<file path="src/rtl/dct_mac_seq.sv">
// -----------------------------------------------------------------------------
// dct_mac_seq
// Reader side of a 12x12 DCT coefficient ROM. Buffers a block of 12 signed
// samples, then for each coefficient row k sweeps addresses {k, n} (n=0..11),
// multiply-accumulates the ROM's registered coefficient against sample[n],
// and presents the row result on a valid/ready output port.
//
// Optional build macro: DCT_ROUND_EN
//   defined   -> dout = (sum + 32) >>> 6  (removes the ROM's x64 scale)
//   undefined -> dout = raw sum
//
// Ports
//   clk        clock, all logic on rising edge
//   reset      asynchronous active-high reset
//   din        signed input sample        in_valid / in_ready : input handshake
//   cdct_addr  ROM address {row, col}     cdct_data : ROM data, one cycle later
//   dout       signed row result          out_valid / out_ready : output handshake
//   out_last   flags the row-11 result    busy : high while computing/emitting
// -----------------------------------------------------------------------------
module dct_mac_seq #(
  parameter int N  = 12,
  parameter int DW = 8,
  parameter int CW = 8,
  parameter int AW = 20
) (
  input  logic                 clk,
  input  logic                 reset,
  input  logic signed [DW-1:0] din,
  input  logic                 in_valid,
  output logic                 in_ready,
  output logic [7:0]           cdct_addr,
  input  logic signed [CW-1:0] cdct_data,
  output logic signed [AW-1:0] dout,
  output logic                 out_valid,
  input  logic                 out_ready,
  output logic                 out_last,
  output logic                 busy
);

  localparam logic [3:0] LAST_IDX = 4'(N - 1);  // last sample / last row
  localparam logic [3:0] LAST_CYC = 4'(N);      // C12: final accumulate

  typedef enum logic [1:0] {S_LOAD, S_COMPUTE, S_OUT} state_t;

  state_t                r_state, w_state_next;
  logic [3:0]            r_cnt;        // samples accepted so far
  logic [3:0]            r_row;        // current coefficient row k
  logic [3:0]            r_cyc;        // compute cycle C0..C12
  logic [3:0]            r_idx;        // column whose coefficient arrives now
  logic                  r_in_ready;
  logic signed [AW-1:0]  r_acc;
  logic signed [AW-1:0]  r_dout;
  logic                  r_out_valid;
  logic                  r_out_last;

  logic                  w_accept;
  logic                  w_handshake;
  logic signed [DW-1:0]  w_samples [N];
  logic signed [DW-1:0]  w_sample_sel;
  logic signed [15:0]    w_prod;
  logic signed [AW-1:0]  w_sum;
  logic signed [AW-1:0]  w_result;

  assign w_accept    = in_valid && r_in_ready && (r_state == S_LOAD);
  assign w_handshake = r_out_valid && out_ready;

  // Sample buffer: one register per slot, written when its index is accepted.
  genvar gi;
  generate
    for (gi = 0; gi < N; gi++) begin : g_smp
      logic signed [DW-1:0] r_s;
      always_ff @(posedge clk or posedge reset) begin
        if (reset) begin
          r_s <= '0;
        end else if (w_accept && (r_cnt == 4'(gi))) begin
          r_s <= din;
        end
      end
      assign w_samples[gi] = r_s;
    end
  endgenerate

  // r_idx is kept below N, the guard only protects the mux from a stray index.
  assign w_sample_sel = (r_idx < LAST_CYC) ? w_samples[r_idx] : '0;
  assign w_prod       = cdct_data * w_sample_sel;
  assign w_sum        = r_acc + {{(AW-16){w_prod[15]}}, w_prod};

`ifdef DCT_ROUND_EN
  logic signed [AW-1:0] w_sum_rnd;
  assign w_sum_rnd = w_sum + AW'(32);
  assign w_result  = w_sum_rnd >>> 6;
`else
  assign w_result  = w_sum;
`endif

  // State register
  always_ff @(posedge clk or posedge reset) begin
    if (reset) r_state <= S_LOAD;
    else       r_state <= w_state_next;
  end

  // Next-state logic
  always_comb begin
    w_state_next = r_state;
    case (r_state)
      S_LOAD:    if (w_accept && (r_cnt == LAST_IDX)) w_state_next = S_COMPUTE;
      S_COMPUTE: if (r_cyc == LAST_CYC)               w_state_next = S_OUT;
      S_OUT:     if (w_handshake)
                   w_state_next = (r_row == LAST_IDX) ? S_LOAD : S_COMPUTE;
      default:   w_state_next = S_LOAD;
    endcase
  end

  // Datapath and output registers
  always_ff @(posedge clk or posedge reset) begin
    if (reset) begin
      r_cnt       <= '0;
      r_row       <= '0;
      r_cyc       <= '0;
      r_idx       <= '0;
      r_in_ready  <= 1'b0;
      r_acc       <= '0;
      r_dout      <= '0;
      r_out_valid <= 1'b0;
      r_out_last  <= 1'b0;
    end else begin
      // Registered so that in_ready stays low while reset is held.
      r_in_ready <= (w_state_next == S_LOAD);
      case (r_state)
        S_LOAD: begin
          if (w_accept) begin
            r_cnt <= (r_cnt == LAST_IDX) ? 4'd0 : r_cnt + 4'd1;
            r_row <= '0;
            r_cyc <= '0;
          end
        end
        S_COMPUTE: begin
          r_cyc <= r_cyc + 4'd1;
          r_idx <= (r_cyc < LAST_CYC) ? r_cyc : 4'd0;
          // Data for C0's address only arrives at C1, so C0 just clears.
          if (r_cyc == 4'd0) r_acc <= '0;
          else               r_acc <= w_sum;
          if (r_cyc == LAST_CYC) begin
            r_dout      <= w_result;
            r_out_valid <= 1'b1;
            r_out_last  <= (r_row == LAST_IDX);
          end
        end
        S_OUT: begin
          if (w_handshake) begin
            r_out_valid <= 1'b0;
            r_out_last  <= 1'b0;
            r_cyc       <= '0;
            r_row       <= (r_row == LAST_IDX) ? 4'd0 : r_row + 4'd1;
          end
        end
        default: ;
      endcase
    end
  end

  assign in_ready  = r_in_ready;
  assign cdct_addr = ((r_state == S_COMPUTE) && (r_cyc < LAST_CYC)) ? {r_row, r_cyc} : 8'h00;
  assign dout      = r_dout;
  assign out_valid = r_out_valid;
  assign out_last  = r_out_last;
  assign busy      = (r_state == S_COMPUTE) || (r_state == S_OUT);

endmodule

</file>
<file path="config.mk">
export PLATFORM = sky130hd
export DESIGN_NAME = dct_mac_seq
export DESIGN_NICKNAME = d
export VERILOG_FILES = /design/src/rtl/dct_mac_seq.sv
export SDC_FILE = /design/constraint.sdc
export NUM_CORES = 1
export LEC_CHECK = 0
export CAP_MARGIN = 20
export CELL_PAD_IN_SITES_DETAIL_PLACEMENT = 2
export CELL_PAD_IN_SITES_GLOBAL_PLACEMENT = 2
export CORE_MARGIN = 2
export CORE_UTILIZATION = 45
export DETAILED_ROUTE_END_ITERATION = 10
export PLACE_DENSITY = 0.95
export RECOVER_POWER = 50
export SETUP_SLACK_MARGIN = 0.3
export SYNTH_ARGS = -nofsm -noshare
export SYNTH_HDL_FRONTEND = slang
export SYNTH_SLANG_ARGS = --single-unit
</file>
<file path="constraint.sdc">
create_clock -name clk -period 13.7 [get_ports clk]
set_input_delay 4.11 -clock clk [delete_from_list [all_inputs] [get_ports clk]]
set_output_delay 4.11 -clock clk [all_outputs]
set_load 0.02 [all_outputs]
</file>
### Yosys cells after proc, flatten, opt, wreduce, memory -nomap -nowiden

Index checks and enable logic that the tools add are counted.
Widths: inputs -> output; s select.

| storage, ports and cells | value |
|---|---|
| register bits after elaboration | 157 |
| bits in latches | 0 |
| memory bits (writable) | 0 |
| bits in read-only memories | 0 |
| input bits | 20 |
| output and inout bits | 32 |
| word-level logic and storage cells | 102 |
| memories | 0 |

| cells by class | value |
|---|---|
| $add $sub $neg | 4 |
| multipliers | 1 |
| divide/modulo/power cells | 0 |
| order comparisons | 3 |
| equal/unequal tests | 18 |
| shifts and indexed selects | 0 |
| muxes and demuxes | 24 |
| bitwise gates (word level) | 1 |
| reductions and logical operators | 29 |

Operators with widths:

| operator | number |
|---|---|
| $bmux 8 s4 | 1 |
| $mux 8 | 4 |
| $eq 4x4->1 const B | 6 |
| $mux 4 | 6 |
| $add 20x20->20 | 1 |
| $mux 20 | 1 |
| $eq 4x3->1 const B | 4 |
| $logic_and 1x1->1 | 16 |
| $mul 8x8->16 | 1 |
| $add 4x1->4 const B | 3 |
| $pmux 4 s3 | 1 |
| $reduce_and 3->1 | 3 |
| $eq 4x2->1 const B | 2 |
| $logic_not 4->1 | 2 |
| $lt 4x4->1 const B | 2 |
| $pmux 4 s2 | 1 |
| $mux 2 | 3 |
| $ne 2x2->1 const B | 3 |
| $pmux 2 s3 | 1 |
| $ge 5x5->1 const B | 1 |
| $not 4->5 | 1 |
| $eq 4x1->1 const B | 1 |
| $logic_not 2->1 | 2 |
| $mux 1 | 4 |
| other kinds (7) | 10 |

### Logic depth before layout (Yosys ltp)

Gate-level depths: netlist (run 1).

| logic depth | value |
|---|---|
| depth after elaboration | 8 |
| mapped depth | 32 |

### Worst setup path before layout (run 1)

Ideal clock, no wire load.

| timing | value |
|---|---|
| kind | input to register |
| start | input port cdct_data[7] |
| end | register r_acc[19] |
| setup time | 118 ps |
| data arrival time | 9524 ps |
| data required time | 13582 ps |
| setup slack | 4058 ps |
| cell stages on the path | 24 |
| cells stage by stage | and2_1 fa_1 inv_1 fa_1 inv_1 fa_1 inv_1 fa_1 inv_1 ha_1 nand4_2 nor2_1 a2111oi_2 o21ai_2 xnor2_2 ha_1 a21oi_2 nor2b_1 o21ai_0 or3b_1 a21oi_1 xnor2_1 o21ai_0 a21o_1 |

| on the way | value |
|---|---|
| word-level cells in the longest chain between the ends | 3 |

RTL lines:

| item | RTL line | source |
|---|---|---|
| start: declaration | 32 | `input logic signed [CW-1:0] cdct_data,` |
| $mul 8x8->16 | 85 | `assign w_prod = cdct_data * w_sample_sel;` |
| $add 20x20->20 | 86 | `assign w_sum = r_acc + {{(AW-16){w_prod[15]}}, w_prod};` |
| $mux 20 | 141 | `if (r_cyc == 4'd0) r_acc <= '0;` |
| end signal: assignment | 142 | `else r_acc <= w_sum;` |
| end: declaration | 51 | `logic signed [AW-1:0] r_acc;` |

Every way passes these cells.
A chain may end at the register's enable or synchronous reset.

### Worst setup path after layout (run 1)

Ends and elaborated chain as after synthesis.

==> flow_summary.json, run 1 <==
{
  "synthesis.nets": 1078,
  "detail_route.first_pass.iterations": 5,
  "drive_gt1_share_pct": 17.78,
  "avgRoutedWirePerCell_um": 27.41,
  "required_ns": 14.05,
  "drt.antenna.violating_nets": 0,
  "netlist_top_cells_area": "sky130_fd_sc_hd__dfrtp_1 38%, sky130_fd_sc_hd__fa_1 11%, sky130_fd_sc_hd__mux2_2 9.9%",
  "hp-class": "flop to flop",
  "cts_hold_repair.buffers": 0,
  "start_kind": "input pin",
  "dpl_cell_area_um2": 11180,
  "final_nets": 1116,
  "max-cap-violations": 3,
  "timing.critical_path.to": "r_acc[19]",
  "synth.cell_area_um2": 10450,
  "synth_sequential_area_ratio_pct": 37.58,
  "worst_pin_slew_ns": 3.449,
  "worst_setup_hold_path_clk_slew_ns": 0.08,
  "grt_setup_unrepaired": "no",
  "floorplan.initialDensity_pct": 46.03,
  "grt_pass1_wl_um": 54950,
  "r2r-end": "r_acc[19]",
  "drc_errors": 0,
  "clock-root-buffer": "sky130_fd_sc_hd__clkbuf_16",
  "achievable-frequency_mhz": 90.79,
  "cts_max_level": 4,
  "post-route-cell-area_um2": 11800,
  "core_region_area_um2": 22710,
  "final.min_clock_period_ns": 11.01,
  "dp.final_hpwl_um": 23120,
  "reg2reg_depth": 26,
  "grt.met3_usage_pct": 5.289,
  "failing_checks": "max-capacitance violations, max-slew violations",
  "num_antenna_cells": 0,
  "port_buffers": 51,
  "status": "finished, violations left",
  "via_count": 7578,
  "track_usage_pct": 30.37,
  "setup-violations-final": 0,
  "grt_max_degree": 84,
  "clock_sinks": 157,
  "floorplan.rows": 55,
  "fin_skew_ns": 0.02283,
  "distinct_cells_synth": 57,
  "startpoint_of_the_worst_setup_timing_path": "cdct_data[7]",
  "r2r_start": "r_idx[3]",
  "grt_busiest_layer": "met2",
  "post_cts.repair.setup_buffers": 0,
  "timing.final.crit_share_pct": 80.40,
  "detail_route.wirelength_um": 34950,
  "clkLatencyLatePin_ns": 0.45,
  "postSynth.asyncResetShare_pct": 100.0,
  "maxSlewViolCount": 162,
  "globalRoute.totalOverflow": 0,
  "timing.critical_path.arrival_ns": 11.37,
  "drt_first_iter_violations": 443,
  "path_max_fanout": 8,
  "grt_util_met2_pct": 56.98,
  "synthToLayoutAreaGrowth_pct": 12.90,
  "placer_congestion_estimate": 0.8120,
  "design.die.area_um2": 24470,
  "relative_max_transition_margin_pct": -131.2,
  "boundaryPins": 52,
  "fp.dieW_um": 156.4,
  "synth_top_area_share_pct": 37.58,
  "netlist.top_cell.by_area": "sky130_fd_sc_hd__dfrtp_1",
  "synth_edf_count": 0,
  "number_of_buffers_added_by_the_clock_tree_synthesis_step": 17,
  "cts_resized": 0,
  "use_met1_pct": 32.04,
  "ys_ff_latch": 157,
  "end_kind": "flop",
  "setup-tns-final_ns": 0,
  "setup.reg_to_reg.worst_slack_ns": 4.68,
  "tritoncts": "yes",
  "ys_warn_count": 0,
  "first_global_vias": 9151,
  "timing_hold_violations_final": 0,
  "dominantRegCellSynth": "sky130_fd_sc_hd__dfrtp_1",
  "avgViaCountPerCell": 5.944,
  "clockBufferDepth": 2,
  "syn_area_per_cell_um2": 11.11,
  "synthCells": 941,
  "path_class": "input pin to flop",
  "floorplan.die.height_um": 156.4,
  "grt_antenna_before_repair": 0
}
cells in the final DEF, fill, tap and decap left out, drive strengths merged, types with 25 or more instances in the layout:
master	instances
a21oi	32
and2	51
dfrtp	157
dlygate4sd3	27
fa	57
ha	60
inv	110
mux2	96
nand2	80
nor2	37
o21ai	56
xnor2	25
critical path: stages:
cell and delay (ns):
sky130_fd_sc_hd__clkdlybuf4s50_1 0.58, sky130_fd_sc_hd__nand2_1 0.27, sky130_fd_sc_hd__inv_1 0.11, sky130_fd_sc_hd__fa_1 0.60
sky130_fd_sc_hd__inv_1 0.17, sky130_fd_sc_hd__fa_1 0.59, sky130_fd_sc_hd__inv_1 0.07, sky130_fd_sc_hd__fa_1 0.57
sky130_fd_sc_hd__inv_1 0.08, sky130_fd_sc_hd__fa_1 0.53, sky130_fd_sc_hd__inv_1 0.06, sky130_fd_sc_hd__ha_1 0.39
sky130_fd_sc_hd__nand4_2 0.14, sky130_fd_sc_hd__nor2_1 0.07, sky130_fd_sc_hd__a2111oi_2 0.39, sky130_fd_sc_hd__o21ai_2 0.17
sky130_fd_sc_hd__xnor2_2 0.37, sky130_fd_sc_hd__ha_1 0.36, sky130_fd_sc_hd__a21oi_2 0.28, sky130_fd_sc_hd__nor2b_1 0.10
sky130_fd_sc_hd__o21ai_0 0.17, sky130_fd_sc_hd__or3b_1 0.36, sky130_fd_sc_hd__a21oi_1 0.19, sky130_fd_sc_hd__xnor2_1 0.23
sky130_fd_sc_hd__o21ai_0 0.17, sky130_fd_sc_hd__a21o_1 0.23
final cells by class:
cell class | count | area, um^2
fillers | 2223 | 10910
multi-input cells | 639 | 5948
flip-flops and latches | 157 | 3929
repair buffers | 56 | 536.8
clock buffers | 18 | 439.2
inverters | 108 | 406.6
well taps | 285 | 356.6
clock inverters | 12 | 186.4
routing by layer:
layer	part of all wire (%)	wire length (um)
met1	37	12830
met2	55	19170
met3	2.9	1030
met4	5.5	1914
met5	0	0
Yosys cell counts (6+ instances only):
| cell type | count |
|---|---|
| sky130_fd_sc_hd__a21o_1 | 15 |
| sky130_fd_sc_hd__a21oi_1 | 26 |
| sky130_fd_sc_hd__a21oi_2 | 6 |
| sky130_fd_sc_hd__and2_1 | 50 |
| sky130_fd_sc_hd__buf_1 | 10 |
| sky130_fd_sc_hd__buf_2 | 7 |
| sky130_fd_sc_hd__clkbuf_1 | 15 |
| sky130_fd_sc_hd__dfrtp_1 | 157 |
| sky130_fd_sc_hd__fa_1 | 57 |
| sky130_fd_sc_hd__ha_1 | 60 |
| sky130_fd_sc_hd__inv_1 | 108 |
| sky130_fd_sc_hd__mux2_2 | 92 |
| sky130_fd_sc_hd__mux2i_1 | 9 |
| sky130_fd_sc_hd__mux4_2 | 24 |
| sky130_fd_sc_hd__nand2_1 | 80 |
| sky130_fd_sc_hd__nand3_1 | 9 |
| sky130_fd_sc_hd__nor2_1 | 29 |
| sky130_fd_sc_hd__nor2_2 | 8 |
| sky130_fd_sc_hd__nor2b_1 | 6 |
| sky130_fd_sc_hd__o21ai_0 | 34 |
| sky130_fd_sc_hd__o21ai_1 | 19 |
| sky130_fd_sc_hd__o2bb2ai_1 | 19 |
| sky130_fd_sc_hd__xnor2_1 | 23 |
| sky130_fd_sc_hd__xor2_1 | 10 |
worst min-delay path by stage:
| stage | start | end | slack [ns] | cells after the start |
|---|---|---|---|---|
| after floorplan | g_smp[3].r_s[2] | g_smp[3].r_s[2] | 0.46 | 1 |
| after global placement | dout[6] | dout[6] | 0.46 | 2 |
| after detailed placement | dout[5] | dout[5] | 0.47 | 2 |
| after CTS | dout[5] | dout[5] | 0.49 | 2 |
| after global routing | dout[9] | dout[9] | 0.50 | 2 |
| final | dout[5] | dout[5] | 0.48 | 2 |
kinds of logic after synthesis:
family	Yosys count	share of synthesized area, %
xor+xnor	35	3.076
flops	157	37.58
buf+inv	145	5.518
simple gates	212	10.21
mux	129	16.37
compound gates	146	9.144
fa+ha+maj	117	18.10
registers in the layout (all words and copies together), names as in the netlist:
| name | count |
|---|---|
| r_cnt | 4 |
| r_acc | 20 |
| out_last | 1 |
| g_smp.r_s | 96 |
| r_state | 2 |
| in_ready | 1 |
| r_cyc | 4 |
| dout | 20 |
| r_row | 4 |
| out_valid | 1 |
| r_idx | 4 |
through the flow:
stage                     utilization, %  std cells  setup WS, ns  hold slack [ns]
after floorplan                        -        941         4.058           0.4594
final                              51.97       1275         2.685           0.4758
after detailed placement           49.25       1244         2.596           0.4734
after global routing               51.97       1275         2.362           0.5045
after global placement             49.25       1244         3.125           0.4612
after CTS                          52.01       1274         2.702           0.4900
Power of run 1 is not shown: default switching activity piles up to over one toggle a cycle in this logic, so the estimate is an artifact.
==> run 2, diff against run 1 <==
--- a/config.mk
+++ b/config.mk
@@ -9,9 +9,9 @@
 export CELL_PAD_IN_SITES_DETAIL_PLACEMENT = 2
 export CELL_PAD_IN_SITES_GLOBAL_PLACEMENT = 2
 export CORE_MARGIN = 2
-export CORE_UTILIZATION = 45
+export CORE_UTILIZATION = 38
 export DETAILED_ROUTE_END_ITERATION = 10
-export PLACE_DENSITY = 0.95
+export PLACE_DENSITY = 0.9
 export RECOVER_POWER = 50
 export SETUP_SLACK_MARGIN = 0.3
 export SYNTH_ARGS = -nofsm -noshare
==> constraint.sdc (replaced) <==
create_clock -name clk -period 8.9 [get_ports clk]
set_input_delay 2.67 -clock clk [delete_from_list [all_inputs] [get_ports clk]]
set_output_delay 2.67 -clock clk [all_outputs]
set_load 0.02 [all_outputs]
==> run 2 against run 1 <==
Effect of this change:
- critical path type unchanged
- cell count increased by 6.7%
- sequential share of layout area decreased by 0.91 points
- die area increased by 18%
- the run still ends with max-capacitance violations, max-slew violations left
==> flow_summary.json, run 2 (synthesis results as in run 1) <==
{
  "cts_max_level": 4,
  "drive_gt1_share_pct": 22.59,
  "reg2reg_depth": 28,
  "fp.dieW_um": 169.9,
  "detailedPlace.worstSlack_ns": -0.4884,
  "timing.critical_path.arrival_ns": 8.78,
  "worst_setup_hold_path_clk_slew_ns": 0.08,
  "port_buffers": 51,
  "holdPathEnd": "dout[4]",
  "first_global_vias": 8963,
  "status": "finished, violations left",
  "number_of_buffers_added_by_the_clock_tree_synthesis_step": 17,
  "core_region_area_um2": 26950,
  "required_ns": 9.22,
  "dp.final_hpwl_um": 22190,
  "timing.hold.worst_path_depth": 2,
  "path_max_fanout": 4,
  "number_of_flip_flops_in_the_largest_register": 96,
  "clkLatencyLatePin_ns": 0.44,
  "globalRoute.totalOverflow": 0,
  "clockBufferDepth": 2,
  "relative_max_transition_margin_pct": -118.5,
  "register_area_um2": 3929,
  "synthToLayoutAreaGrowth_pct": 16.07,
  "layout_common_cells": "157 x sky130_fd_sc_hd__dfrtp_1, 106 x sky130_fd_sc_hd__inv_1, 92 x sky130_fd_sc_hd__mux2_2",
  "top_register": "g_smp.r_s",
  "layout.cells.most_common": "sky130_fd_sc_hd__dfrtp_1",
  "detail_route.first_pass.iterations": 4,
  "timing.final.crit_share_pct": 94.96,
  "fin_skew_ns": 0.01283,
  "design.die.area_um2": 28850,
  "floorplan.rows": 60,
  "avgViaCountPerCell": 5.493,
  "start_kind": "input pin",
  "via_count": 7471,
  "placer_congestion_estimate": 0.8115,
  "avgRoutedWirePerCell_um": 24.30,
  "r2r-end": "r_acc[19]",
  "path_class": "input pin to flop",
  "worst_pin_slew_ns": 3.259,
  "end_kind": "flop",
  "achievable-frequency_mhz": 118.3,
  "grt_max_degree": 88,
  "clock_sinks": 157,
  "floorplan.die.height_um": 169.9,
  "failing_checks": "max-capacitance violations, max-slew violations",
  "tritoncts": "yes",
  "maxSlewViolCount": 142,
  "grt_pass1_wl_um": 51880,
  "final.min_clock_period_ns": 8.452,
  "timing_hold_violations_final": 0,
  "track_usage_pct": 23.79,
  "final_nets": 1143,
  "holdCritStartpoint": "dout[4]",
  "setup-violations-final": 0,
  "hp-class": "flop to flop",
  "startpoint_of_the_worst_setup_timing_path": "cdct_data[3]",
  "drc_errors": 0,
  "final_worst_setup_slack_ns": 0.4482,
  "drt_first_iter_violations": 364,
  "boundaryPins": 52,
  "grt_setup_unrepaired": "no",
  "filler_cell_count": 2708,
  "floorplan.initialDensity_pct": 38.79,
  "detail_route.wirelength_um": 33040,
  "drt.antenna.violating_nets": 0,
  "grt_antenna_before_repair": 1,
  "setup.reg_to_reg.worst_slack_ns": 0.56,
  "max-cap-violations": 3,
  "clock-root-buffer": "sky130_fd_sc_hd__clkbuf_16",
  "r2r_start": "r_idx[3]",
  "setup-tns-final_ns": 0,
  "area_occupied_by_multi_input_gates_um2": 6066
}
run 2: cell types whose count changed in the layout (fill, tap and decap cells not counted), sizes merged:
cell           delta
bufinv            -3
dlygate4sd3       -1
clkbuf            +6
diode             +1
clkinvlp          -3
dlygate4sd2       +1
buf              +28
clkdlybuf4s50     -7
clkinv            +7
run 2: worst max-delay path by stage:
stage,end,cells after the start
detailed placement,r_acc[19],26
CTS,r_acc[19],26
global route,r_acc[19],26
floorplan,r_acc[19],24
finish,r_acc[19],28
global placement,r_acc[19],26
run 2: area by class of cell:
cell class	instances	share of cell area, %
timing repair buffer	83	5.805
sequential	157	32.38
clock buffer	18	3.619
antenna	1	0.02062
multi-input combinational	639	49.99
clock inverter	13	1.320
tap	341	3.516
inverter	108	3.351
run 2: what timing repair did:
action | in CTS | in global routing
resized for setup | 22 | 26
buffers inserted | 2 | 1
hold buffers | 0 | 0
setup endpoints to repair | 14 | 14
pin swaps | 8 | 9
run 2: through the flow:
stage                     cells  instance area [um^2]  utilization, %  hold WS [ns]
after global routing       1359                 12130           45.01        0.5198
after floorplan             941                 10450               -        0.4594
after detailed placement   1324                 11430           42.43        0.4789
final                      1360                 12130           45.02        0.4815
after CTS                  1357                 12100           44.90        0.4966
after global placement     1324                 11430           42.43        0.4600
run 2: routing by layer:
| layer | vias up | wire length, um | GRT usage (%) |
|---|---|---|---|
| met4 | 0 | 1030 | 9.736 |
| met1 | 3960 | 12790 | 26.41 |
| met5 | - | 0 | 0 |
| met3 | 66 | 671 | 3.419 |
| met2 | 137 | 18550 | 45.38 |
| li1 | 3308 | - | - |
run 2: worst max-delay path, cell delays in order:
cell                            delay [ns]
sky130_fd_sc_hd__dlygate4sd2_1        0.27
sky130_fd_sc_hd__and2_1               0.18
sky130_fd_sc_hd__fa_1                 0.55
sky130_fd_sc_hd__inv_1                0.06
sky130_fd_sc_hd__fa_1                 0.48
sky130_fd_sc_hd__inv_1                0.06
sky130_fd_sc_hd__fa_1                 0.55
sky130_fd_sc_hd__inv_1                0.07
sky130_fd_sc_hd__fa_1                 0.54
sky130_fd_sc_hd__inv_1                0.07
sky130_fd_sc_hd__ha_4                 0.29
sky130_fd_sc_hd__buf_4                0.12
sky130_fd_sc_hd__o21ai_2              0.06
sky130_fd_sc_hd__o21ai_2              0.18
sky130_fd_sc_hd__o2111ai_2            0.20
sky130_fd_sc_hd__o21ai_2              0.29
sky130_fd_sc_hd__xnor2_2              0.12
sky130_fd_sc_hd__buf_4                0.14
sky130_fd_sc_hd__buf_4                0.15
sky130_fd_sc_hd__ha_1                 0.21
sky130_fd_sc_hd__a21oi_2              0.17
sky130_fd_sc_hd__nor2b_1              0.08
sky130_fd_sc_hd__o21ai_1              0.15
sky130_fd_sc_hd__or3b_4               0.42
sky130_fd_sc_hd__a21oi_4              0.17
sky130_fd_sc_hd__xnor2_2              0.17
sky130_fd_sc_hd__o21ai_1              0.13
sky130_fd_sc_hd__a21o_1               0.21
Power of run 2 is left out for the same reason.
